--- src/rtl/pm_vec_driver_if.sv ---
// rtl/pm_vec_driver_if.sv - pi/po stimulus bus and run handshake between harness and controller
interface pm_vec_driver_if #(
  parameter int PI_WIDTH  = 16,
  parameter int PO_WIDTH  = 13,
  parameter int CNT_WIDTH = 16
);
  logic                 start;
  logic                 abort;
  logic [CNT_WIDTH-1:0] num_vec;
  logic [PO_WIDTH-1:0]  po_in;
  logic [PI_WIDTH-1:0]  pi_out;
  logic                 busy;
  logic                 done;
  logic [15:0]          signature;
  logic [CNT_WIDTH-1:0] vec_count;

  modport master (
    output start, abort, num_vec, po_in,
    input  pi_out, busy, done, signature, vec_count
  );

  modport slave (
    input  start, abort, num_vec, po_in,
    output pi_out, busy, done, signature, vec_count
  );
endinterface

--- src/rtl/pm_vec_driver.sv ---
// rtl/pm_vec_driver.sv - LFSR pattern driver and MISR compactor for pm1-class combinational netlists
module pm_vec_driver #(
  parameter int              PI_WIDTH  = 16,
  parameter int              PO_WIDTH  = 13,
  parameter int              CNT_WIDTH = 16,
  parameter logic [15:0]     LFSR_SEED = 16'hACE1
) (
  input  logic              clk,
  input  logic              rst_n,
  pm_vec_driver_if.slave    bus
);

  typedef enum logic [1:0] {
    IDLE = 2'd0,
    RUN  = 2'd1,
    DONE = 2'd2
  } state_t;

  localparam logic [CNT_WIDTH-1:0] CNT_ONE = CNT_WIDTH'(1);

  state_t               state, state_n;
  logic [PI_WIDTH-1:0]  pi_q, pi_n;
  logic [15:0]          sig_q, sig_n;
  logic [CNT_WIDTH-1:0] cnt_q, cnt_n;
  logic [CNT_WIDTH-1:0] num_q, num_n;

  logic [15:0]          po_ext;
  logic [PI_WIDTH-1:0]  pi_step;
  logic [15:0]          sig_step;

  // po_in is zero-extended into the low bits of the MISR input word
  always_comb begin
    po_ext                = '0;
    po_ext[PO_WIDTH-1:0]  = bus.po_in;
    pi_step  = {pi_q[14:0], pi_q[15] ^ pi_q[13] ^ pi_q[12] ^ pi_q[10]};
    sig_step = {sig_q[14:0], sig_q[15] ^ sig_q[13] ^ sig_q[12] ^ sig_q[10]} ^ po_ext;
  end

  always_ff @(posedge clk or negedge rst_n) begin
    if (!rst_n) begin
      state <= IDLE;
      pi_q  <= '0;
      sig_q <= '0;
      cnt_q <= '0;
      num_q <= '0;
    end else begin
      state <= state_n;
      pi_q  <= pi_n;
      sig_q <= sig_n;
      cnt_q <= cnt_n;
      num_q <= num_n;
    end
  end

  always_comb begin
    state_n = state;
    pi_n    = pi_q;
    sig_n   = sig_q;
    cnt_n   = cnt_q;
    num_n   = num_q;
    case (state)
      IDLE, DONE: begin
        if (bus.start) begin
          num_n = bus.num_vec;
          sig_n = '0;
          cnt_n = '0;
          if (bus.num_vec == '0) begin
            state_n = DONE;
            pi_n    = '0;
          end else begin
            state_n = RUN;
            pi_n    = LFSR_SEED;
          end
        end
      end
      RUN: begin
        // abort beats start and suppresses the absorb on its edge
        if (bus.abort) begin
          state_n = IDLE;
          pi_n    = '0;
        end else begin
          sig_n = sig_step;
          cnt_n = cnt_q + CNT_ONE;
          if (cnt_q == num_q - CNT_ONE) begin
            state_n = DONE;
            pi_n    = '0;
          end else begin
            pi_n    = pi_step;
          end
        end
      end
      default: begin
        state_n = IDLE;
        pi_n    = '0;
      end
    endcase
  end

  assign bus.pi_out    = pi_q;
  assign bus.signature = sig_q;
  assign bus.vec_count = cnt_q;
  assign bus.busy      = (state == RUN);
  assign bus.done      = (state == DONE);

endmodule
--- src/flat_wrapper.sv ---
// flat-port wrapper written by rule: the top's interface ports become plain ports
module pm_vec_driver_flat 
#(
  parameter int              PI_WIDTH  = 16,
  parameter int              PO_WIDTH  = 13,
  parameter int              CNT_WIDTH = 16,
  parameter logic [15:0]     LFSR_SEED = 16'hACE1
)
  (clk, rst_n, bus_start, bus_abort, bus_num_vec, bus_po_in, bus_pi_out, bus_busy, bus_done, bus_signature, bus_vec_count);
  pm_vec_driver_if #(.PI_WIDTH(PI_WIDTH), .PO_WIDTH(PO_WIDTH), .CNT_WIDTH(CNT_WIDTH)) bus_i ();
  input  logic clk;
  input  logic rst_n;
  input wire logic [$bits(bus_i.start)-1:0] bus_start;
  input wire logic [$bits(bus_i.abort)-1:0] bus_abort;
  input wire logic [$bits(bus_i.num_vec)-1:0] bus_num_vec;
  input wire logic [$bits(bus_i.po_in)-1:0] bus_po_in;
  output wire logic [$bits(bus_i.pi_out)-1:0] bus_pi_out;
  output wire logic [$bits(bus_i.busy)-1:0] bus_busy;
  output wire logic [$bits(bus_i.done)-1:0] bus_done;
  output wire logic [$bits(bus_i.signature)-1:0] bus_signature;
  output wire logic [$bits(bus_i.vec_count)-1:0] bus_vec_count;
  assign bus_i.start = bus_start;
  assign bus_i.abort = bus_abort;
  assign bus_i.num_vec = bus_num_vec;
  assign bus_i.po_in = bus_po_in;
  assign bus_pi_out = bus_i.pi_out;
  assign bus_busy = bus_i.busy;
  assign bus_done = bus_i.done;
  assign bus_signature = bus_i.signature;
  assign bus_vec_count = bus_i.vec_count;
  pm_vec_driver #(.PI_WIDTH(PI_WIDTH), .PO_WIDTH(PO_WIDTH), .CNT_WIDTH(CNT_WIDTH), .LFSR_SEED(LFSR_SEED)) u_core (.clk(clk), .rst_n(rst_n), .bus(bus_i));
endmodule
--- config.mk ---
export PLATFORM = sky130hd
export DESIGN_NAME = pm_vec_driver_flat
export DESIGN_NICKNAME = d
export VERILOG_FILES = /design/src/rtl/pm_vec_driver_if.sv /design/src/rtl/pm_vec_driver.sv /design/src/flat_wrapper.sv
export SDC_FILE = /design/constraint.sdc
export NUM_CORES = 1
export LEC_CHECK = 0
export ABC_CLOCK_PERIOD_IN_PS = 5200
export CAP_MARGIN = 20
export CORE_AREA = 2 2 90 92
export CTS_BUF_LIST = sky130_fd_sc_hd__clkbuf_8
export DETAILED_ROUTE_END_ITERATION = 7
export DIE_AREA = 0 0 92 94
export PLACE_DENSITY_LB_ADDON = 0.05
export SLEW_MARGIN = 30
export SYNTH_ARGS = -nofsm -noshare
export SYNTH_HDL_FRONTEND = slang
export SYNTH_SLANG_ARGS = --single-unit
--- constraint.sdc ---
create_clock -name clk -period 5.2 [get_ports clk]
set_clock_uncertainty 0.2 [all_clocks]
set_input_delay 0.52 -clock clk [delete_from_list [all_inputs] [get_ports clk]]
set_output_delay 0.52 -clock clk [all_outputs]
set_load 0.005 [all_outputs]
==> results.cfg, run 1 <==
[run_status]
outcome = finished, final reports clean

[timing]
drv_slew = 0
finalHoldViolations = 0
tightest_slew_ps = 826.9
grt_setup_unrepaired = no
fmax_ghz = 0.3232
holdWs_ps = 144.3
timing.slew.headroom = 0.4487
setup_violations = 0
period_needed_ps = 3094
finalSetupTns_ps = 0
fin_crit_sh = 0.5950

[floorplanning]
die_area_um2 = 8648
io_pins = 83
row_count = 32
start_util = 0.4431
die_h_um = 94
core-area_um2 = 7607
die_width_um = 92

[yosys]
synth-simple-area-share = 0.2079
synth_top_family_by_area = simple AND/OR/NAND/NOR gates
avgSynthCellArea_um2 = 9.827
syn-cell-area_um2 = 3371
synth_adder_area_share = 0.007424
synth_area_leaders = dfrtp_1, xnor2_1, nand2_1
yosys_warnings = 0
synth_commonest_cells = dfrtp_1, nand2_1, xnor2_1
synth_cells = 343
synth_cell_type_count = 46
syn_nets = 378
synth_top_area_frac = 0.4900
synth-compound-area-share = 0.1359
synth_mux_area_frac = 0.002970
ys.flop_type = dfrtp_1
synth_top_cell_by_area = dfrtp_1
synth_seq_cells = 66
ys_async_sr_fraction = 1.000
synth.most_common_cell = dfrtp_1
synth_edf_count = 0
synth_xor_area_frac = 0.1299
yosysSeqAreaShare = 0.4900

[global_routing]
met1_usage = 0.2623
grt-busiest-layer = met2
grt_pass1_vias = 2801
grt_pass1_wl_mm = 13.57
grtUsageTotal = 0.1953
met2_usage = 0.3156
grt_use_met3 = 0.05698
grt_overflow_total = 0
antenna_found_initial = 0
grt_max_degree = 67

[route]
wire_per_inst_um = 15.06
num_vias = 2775
wl_mm = 7.936
dr.pass1.iters = 4
first_iter_violations = 145
ant_nets = 0
drc = 0
vias_per_cell = 5.266

[cts]
cts_sinks = 66
cts_tree = built
numCtsBuffers = 9
ctsHoldBuffers = 0
clk_pin_slew_ps = 70
cts-resized-gates = 0
post_cts_buffers = 0
cts_max_level = 3
worstSkewPairLatency_ps = 330
cts_root_buf = clkbuf_8
cts_buffer_depth = 2

[cells_and_area]
seq_area_um2 = 1652
fin_nets = 456
drive_gt1_frac = 0.09882
antenna-diode-count = 0
multi_input_area_um2 = 1643
fin_cells = 527
syn_to_final_growth_pct = 33.22
fill_cells = 696

[place]
io_buffers = 82
placed_cells_incl_taps = 512
gp_congestion = 0.8835
dp_hpwl_mm = 5.561

[setup_path]
end_kind = register
worstPathRequired_ps = 5210
arrival_ps = 3110
startpoint = u_core.num_q[9]$_DFFE_PN0P_
worst_setup_path_start_kind = register
timing_worst_setup_path_type = reg -> reg
crit_fanout = 17
timing.rr.start = u_core.num_q[9]$_DFFE_PN0P_

[run]
cap_violations = 0

[pwr]
p_leak_nw = 1.919
ir_worst_vdd_uv = 180.3
p_per_area_nw_per_um2 = 360.4

[min_path]
hold_class = in -> async
-- per-stage QoR --
stage	cell area (µm²)	setup WS (ps)	total power (W)	utilization
4_1_cts	4484	1981	0.001635	0.5895
3_5_place_dp	4265	1890	0.001153	0.5607
6_report	4491	2106	0.001619	0.5903
5_1_grt	4491	1977	0.001716	0.5903
3_3_place_gp	4263	1968	0.001143	0.5604
2_1_floorplan	3371	2318	0.0009385	-
-- cells in the final DEF, fill, tap and decap left out, types with 6 or more instances in the layout --
cell type / instances
dfrtp_1: 66
xnor2_1: 30
nand3_1: 28
clkdlybuf4s50_1: 81
o21ai_0: 19
nor3_1: 6
a221o_2: 7
xor2_1: 20
and3_1: 6
nand2_1: 58
clkbuf_8: 11
nor4_1: 6
a22o_2: 8
nor2_1: 19
-- path summary, 6_finish.rpt --
kind	endpoint	slack [ps]	cells after the start
min	u_core.num_q[1]$_DFFE_PN0P_	140	2
max	u_core.bus.pi_out[10]$_DFFE_PN0P_	2110	6
min reg2reg	u_core.num_q[15]$_DFFE_PN0P_	300	2
min in group clk	u_core.num_q[15]$_DFFE_PN0P_	300	2
max reg2reg	u_core.bus.pi_out[10]$_DFFE_PN0P_	2110	6
max in group asynchronous	u_core.num_q[0]$_DFFE_PN0P_	4080	2
-- where the power goes --
group          internal, W  switching [W]  leakage (nW)
Sequential        0.000595       0.000108         0.862
Clock             0.000290       0.000184         0.118
Combinational     0.000247       0.000194         0.939
Total              0.00113       0.000486          1.92
-- metal layers --
metal	vias to the layer above	wire, µm	part of all wire
li1	1363	-	-
met2	59	3926	0.49
met5	-	0	0
met4	0	28	0.0035
met3	4	275	0.035
met1	1349	3705	0.47
-- flip-flops by register name, indices dropped and copies added, names as in the netlist --
register,count
u_core.bus.signature,16
u_core.state,2
u_core.num_q,16
u_core.bus.vec_count,16
u_core.bus.pi_out,16
-- cells by family after synthesis --
kind of cell / after synthesis
compound gates: 56
xor+xnor: 50
fa+ha+maj: 2
buf+inv: 21
flops: 66
mux: 1
simple gates: 147
-- critical path, stage by stage, from the launching register on --
cell,delay (ps)
dfrtp_1,470
or4_1,660
or3_1,390
a211o_1,300
a22oi_2,250
a31oi_4,240
a221o_2,460
-- area by class of cell --
| type | count | area share |
|---|---|---|
| flip-flops and latches | 66 | 0.3678 |
| multi-input cells | 256 | 0.3658 |
| repair buffers | 85 | 0.1867 |
| clock buffers | 11 | 0.03371 |
| well taps | 102 | 0.02842 |
| clock inverters | 4 | 0.01505 |
| inverters | 3 | 0.002508 |
(Power assumes the default switching activity.)
==> run 2, diff against run 1 <==
ABC_CLOCK_PERIOD_IN_PS = 3050   (was 5200)
clock period = 3.05 ns   (was 5.2 ns; I/O delays follow)
==> results.cfg, run 2 (synthesis gave the netlist of run 1 again) <==
[route]
met3_length_um = 440
met1_length_mm = 3.916
dr_wl_met2_mm = 3.983
num_vias = 2909
ant_nets = 0
routed.top_layer = met4
vias_per_cell = 5.367
wire_per_inst_um = 15.59
wl_mm = 8.452
first_iter_violations = 136
drc = 0
dr.pass1.iters = 4

[setup_path]
timing_worst_setup_path_type = reg -> reg
worstPathRequired_ps = 3080
worst_setup_path_start_kind = register
arrival_ps = 2980
crit_fanout = 9
reg2reg_depth = 6
end_kind = register

[place]
dp_hpwl_mm = 5.853
gp_congestion = 0.9044
io_buffers = 82

[timing]
period_needed_ps = 2948
timing.slew.headroom = 0.5967
fin_crit_sh = 0.9665
finalHoldViolations = 0
tightest_slew_ps = 602.7
drv_slew = 0
setup_violations = 0
fmax_ghz = 0.3392
grt_setup_unrepaired = no
finalSetupTns_ps = 0

[cts]
cts-resized-gates = 0
cts_sinks = 66
cts_max_level = 3
cts_tree = built
clk_pin_slew_ps = 80
worstSkewPairLatency_ps = 350
numCtsBuffers = 9
cts_root_buf = clkbuf_8
cts_buffer_depth = 2

[run]
cap_violations = 0

[global_routing]
antenna_found_initial = 0
grt_overflow_total = 0
grt_pass1_wl_mm = 13.85
grt_max_degree = 35
grt_pass1_vias = 2921
grtUsageTotal = 0.2045

[pwr]
p_leak_nw = 1.975
p_per_area_nw_per_um2 = 615.0
ir_worst_vdd_uv = 310.3
p_total_w = 0.002830

[run_status]
outcome = finished, final reports clean

[cells_and_area]
fin_nets = 470
final_common_cell = clkdlybuf4s50_1
layout_common_cells = clkdlybuf4s50_1, dfrtp_1, nand2_1, xnor2_1, nand3_1
antenna-diode-count = 0
syn_to_final_growth_pct = 36.53
drive_gt1_frac = 0.1273

[floorplanning]
start_util = 0.4431
die_width_um = 92
die_h_um = 94
row_count = 32
core-area_um2 = 7607
io_pins = 83
die_area_um2 = 8648

[min_path]
hold_class = in -> async
-- run 2: cell types whose count changed in the layout (fill, tap and decap cells not counted), sizes merged --
cell	change
a31oi	+1
buf	+12
clkbuf	-1
clkinv	+1
clkinvlp	+2
dlygate4sd3	+1
inv	-1
-- run 2: metal layers --
layer,vias to the layer above,track usage
met5,-,0
met4,0,0.06592
met3,11,0.05457
met2,74,0.3327
met1,1431,0.2669
li1,1393,-
-- run 2: layout make-up --
cell class / instances / area (µm²)
Clock inverter: 6 / 88.84
Sequential cell: 66 / 1652
Inverter: 3 / 11.26
Clock buffer: 10 / 137.6
Multi-Input combinational cell: 257 / 1647
Fill cell: 692 / 3005
Timing Repair Buffer: 98 / 938.4
Tap cell: 102 / 127.6
-- run 2: repair_timing --
item	CTS	global route
hold buffers	1	0
endpoints found under the hold margin	21	0
setup endpoints to repair	0	7
buffers inserted	0	1
-- run 2: power breakdown --
group / internal, W / switching [W] / total [W]
sequential: 0.00101 / 0.000161 / 0.00117
combinational: 0.000449 / 0.000365 / 0.000814
clock: 0.000484 / 0.000358 / 0.000842
total: 0.00195 / 0.000885 / 0.00283
-- run 2: final timing paths --
path	startpoint	end	slack, ps
worst min-delay path	rst_n	u_core.num_q[6]$_DFFE_PN0P_	260
worst max-delay path	u_core.num_q[10]$_DFFE_PN0P_	u_core.bus.pi_out[11]$_DFFE_PN0P_	100
max in group asynchronous	rst_n	u_core.bus.pi_out[13]$_DFFE_PN0P_	1650
min in group clk	u_core.num_q[15]$_DFFE_PN0P_	u_core.num_q[15]$_DFFE_PN0P_	300
worst max register to register	u_core.num_q[10]$_DFFE_PN0P_	u_core.bus.pi_out[11]$_DFFE_PN0P_	100
worst min register to register	u_core.num_q[15]$_DFFE_PN0P_	u_core.num_q[15]$_DFFE_PN0P_	300
-- run 2: critical path: stages (launching register included) --
cell	delay (ps)
dfrtp_1	440
or4_1	530
or3_1	360
a211o_1	310
a22oi_2	320
a31oi_4	220
a221o_2	430
-- run 2: metrics by stage --
stage,hold slack [ps],cells,area (µm²),util,worst slack (ps)
4_1_cts,264.6,540,4582,0.6023,135.9
3_5_place_dp,114.0,523,4345,0.5712,140.9
3_3_place_gp,116.5,523,4345,0.5712,197.6
2_1_floorplan,-190.6,343,3371,-,167.8
6_report,262.6,542,4602,0.6049,102.2
5_1_grt,307.6,542,4602,0.6049,10.00
==> run 3, diff against run 2 <==
CORE_AREA = 2 2 77 108   (was 2 2 90 92)
CTS_CLUSTER_SIZE = 25   (was unset)
DIE_AREA = 0 0 79 110   (was 0 0 92 94)
PLACE_DENSITY = 0.72   (was unset)
PLACE_DENSITY_LB_ADDON = unset   (was 0.05)
==> results.cfg, run 3 (synthesis gave the netlist of run 1 again) <==
[run_status]
outcome = finished, final reports clean

[floorplanning]
die_h_um = 110
start_util = 0.4376
io_pins = 83
row_count = 38
die_width_um = 79
die_area_um2 = 8690
core-area_um2 = 7702

[route]
vias_per_cell = 5.386
ant_nets = 0
num_vias = 2887
wire_per_inst_um = 15.44
wl_mm = 8.277
first_iter_violations = 173
dr.pass1.iters = 4
drc = 0

[timing]
timing.slew.headroom = 0.5683
fmax_ghz = 0.3446
period_needed_ps = 2902
tightest_slew_ps = 647.6
setup_violations = 0
drv_slew = 0
fin_crit_sh = 0.9516
finalHoldViolations = 0
finalSetupTns_ps = 0
grt_setup_unrepaired = no

[cts]
cts-resized-gates = 0
worstSkewPairLatency_ps = 350
cts_buffer_depth = 2
cts_tree = built
cts_sinks = 66
clk_pin_slew_ps = 80
cts_max_level = 3
cts_root_buf = clkbuf_8
numCtsBuffers = 9

[global_routing]
grtUsageTotal = 0.1977
grt_pass1_wl_mm = 13.33
antenna_found_initial = 0
grt_overflow_total = 0
grt_max_degree = 35
grt_pass1_vias = 2788

[setup_path]
arrival_ps = 2930
end_kind = register
timing_worst_setup_path_type = reg -> reg
timing.rr.start = u_core.num_q[10]$_DFFE_PN0P_
r2r-end = u_core.bus.pi_out[5]$_DFFE_PN0P_
r2r_slack_ps = 150
crit_fanout = 17
worstPathRequired_ps = 3080
reg2reg_depth = 6
worst_setup_path_start_kind = register

[place]
gp_congestion = 0.9639
io_buffers = 82
dpl-instance-area_um2 = 4328
dp_hpwl_mm = 5.925

[pwr]
power.share.combinational = 0.286
p_per_area_nw_per_um2 = 617.3
switchingPower_w = 0.0008788
pwr-share-clk = 0.297
p_seq_frac = 0.418
ir_worst_vdd_uv = 385.4
p_int_w = 0.001939
p_sw_frac = 0.3118
p_leak_nw = 1.962

[cells_and_area]
fin_area_um2 = 4566
final_common_cell = clkdlybuf4s50_1
antenna-diode-count = 0
layout_common_cells = clkdlybuf4s50_1, dfrtp_1, nand2_1, xnor2_1, nand3_1
fin_nets = 466
syn_to_final_growth_pct = 35.45
drive_gt1_frac = 0.1193

[min_path]
hold_class = in -> async

[run]
cap_violations = 0
[run 3: cell count changes in the layout (fill, tap and decap cells not counted), sizes merged]
cell,change
buf,-3
clkinv,+2
a31oi,-1
clkinvlp,-1
inv,-1
[run 3: power groups by stage]
| stage | clock [W] | combinational [W] | sequential [W] |
|---|---|---|---|
| 6_report | 0.000836 | 0.000805 | 0.00118 |
| 4_1_cts | 0.000845 | 0.000813 | 0.00118 |
| 2_1_floorplan | 0 | 0.000432 | 0.00117 |
| 3_5_place_dp | 0 | 0.000803 | 0.00119 |
| 3_3_place_gp | 0 | 0.000791 | 0.00119 |
| 5_1_grt | 0.000886 | 0.000882 | 0.00120 |
[run 3: repair_timing]
item,CTS,global route
hold buffers,1,0
endpoints found under the hold margin,27,0
buffers inserted,0,0
[run 3: worst max-delay path, stage by stage, from the launching register on]
cell and delay [ps]:
dfrtp_1 440, or4_1 540, or3_1 350, a211o_1 300
a22oi_2 260, a31oi_4 240, a221o_2 450
[run 3: final cells by class]
| class | instances | area, µm² |
|---|---|---|
| clock inverters | 6 | 90.09 |
| clock buffers | 10 | 137.6 |
| flip-flops and latches | 66 | 1652 |
| inverters | 3 | 11.26 |
| fillers | 699 | 3137 |
| multi-input cells | 256 | 1634 |
| well taps | 100 | 125.1 |
| repair buffers | 95 | 915.9 |
[run 3: per-layer routing]
| layer | GRT usage | part of all wire | vias to the layer above |
|---|---|---|---|
| met5 | 0 | 0 | - |
| met4 | 0.1059 | 0.032 | 0 |
| met3 | 0.04316 | 0.054 | 20 |
| met2 | 0.3245 | 0.50 | 82 |
| met1 | 0.2436 | 0.42 | 1406 |
| li1 | - | - | 1379 |
[run 3: how the worst max path moves through the flow]
stage	startpoint	cells after the start	to
2_1_floorplan	u_core.num_q[9]$_DFFE_PN0P_	8	u_core.bus.pi_out[0]$_DFFE_PN0P_
3_3_place_gp	u_core.num_q[10]$_DFFE_PN0P_	6	u_core.bus.pi_out[7]$_DFFE_PN0P_
3_5_place_dp	u_core.num_q[4]$_DFFE_PN0P_	6	u_core.bus.pi_out[13]$_DFFE_PN0P_
4_1_cts	u_core.num_q[10]$_DFFE_PN0P_	6	u_core.bus.pi_out[5]$_DFFE_PN0P_
5_1_grt	u_core.num_q[0]$_DFFE_PN0P_	8	u_core.bus.pi_out[15]$_DFFE_PN0P_
6_report	u_core.num_q[10]$_DFFE_PN0P_	6	u_core.bus.pi_out[5]$_DFFE_PN0P_
[run 3: through the flow]
stage | utilization | hold slack, ps | power [W] | worst slack [ps] | instances
3_5_place_dp | 0.5619 | 161.7 | 0.001994 | 151.5 | 519
3_3_place_gp | 0.5619 | 154.5 | 0.001976 | 199.4 | 519
4_1_cts | 0.5928 | 306.1 | 0.002834 | 133.2 | 536
2_1_floorplan | - | -190.6 | 0.001600 | 167.8 | 343
6_report | 0.5928 | 308.3 | 0.002818 | 147.7 | 536
5_1_grt | 0.5928 | 329.5 | 0.002968 | 1.903 | 536
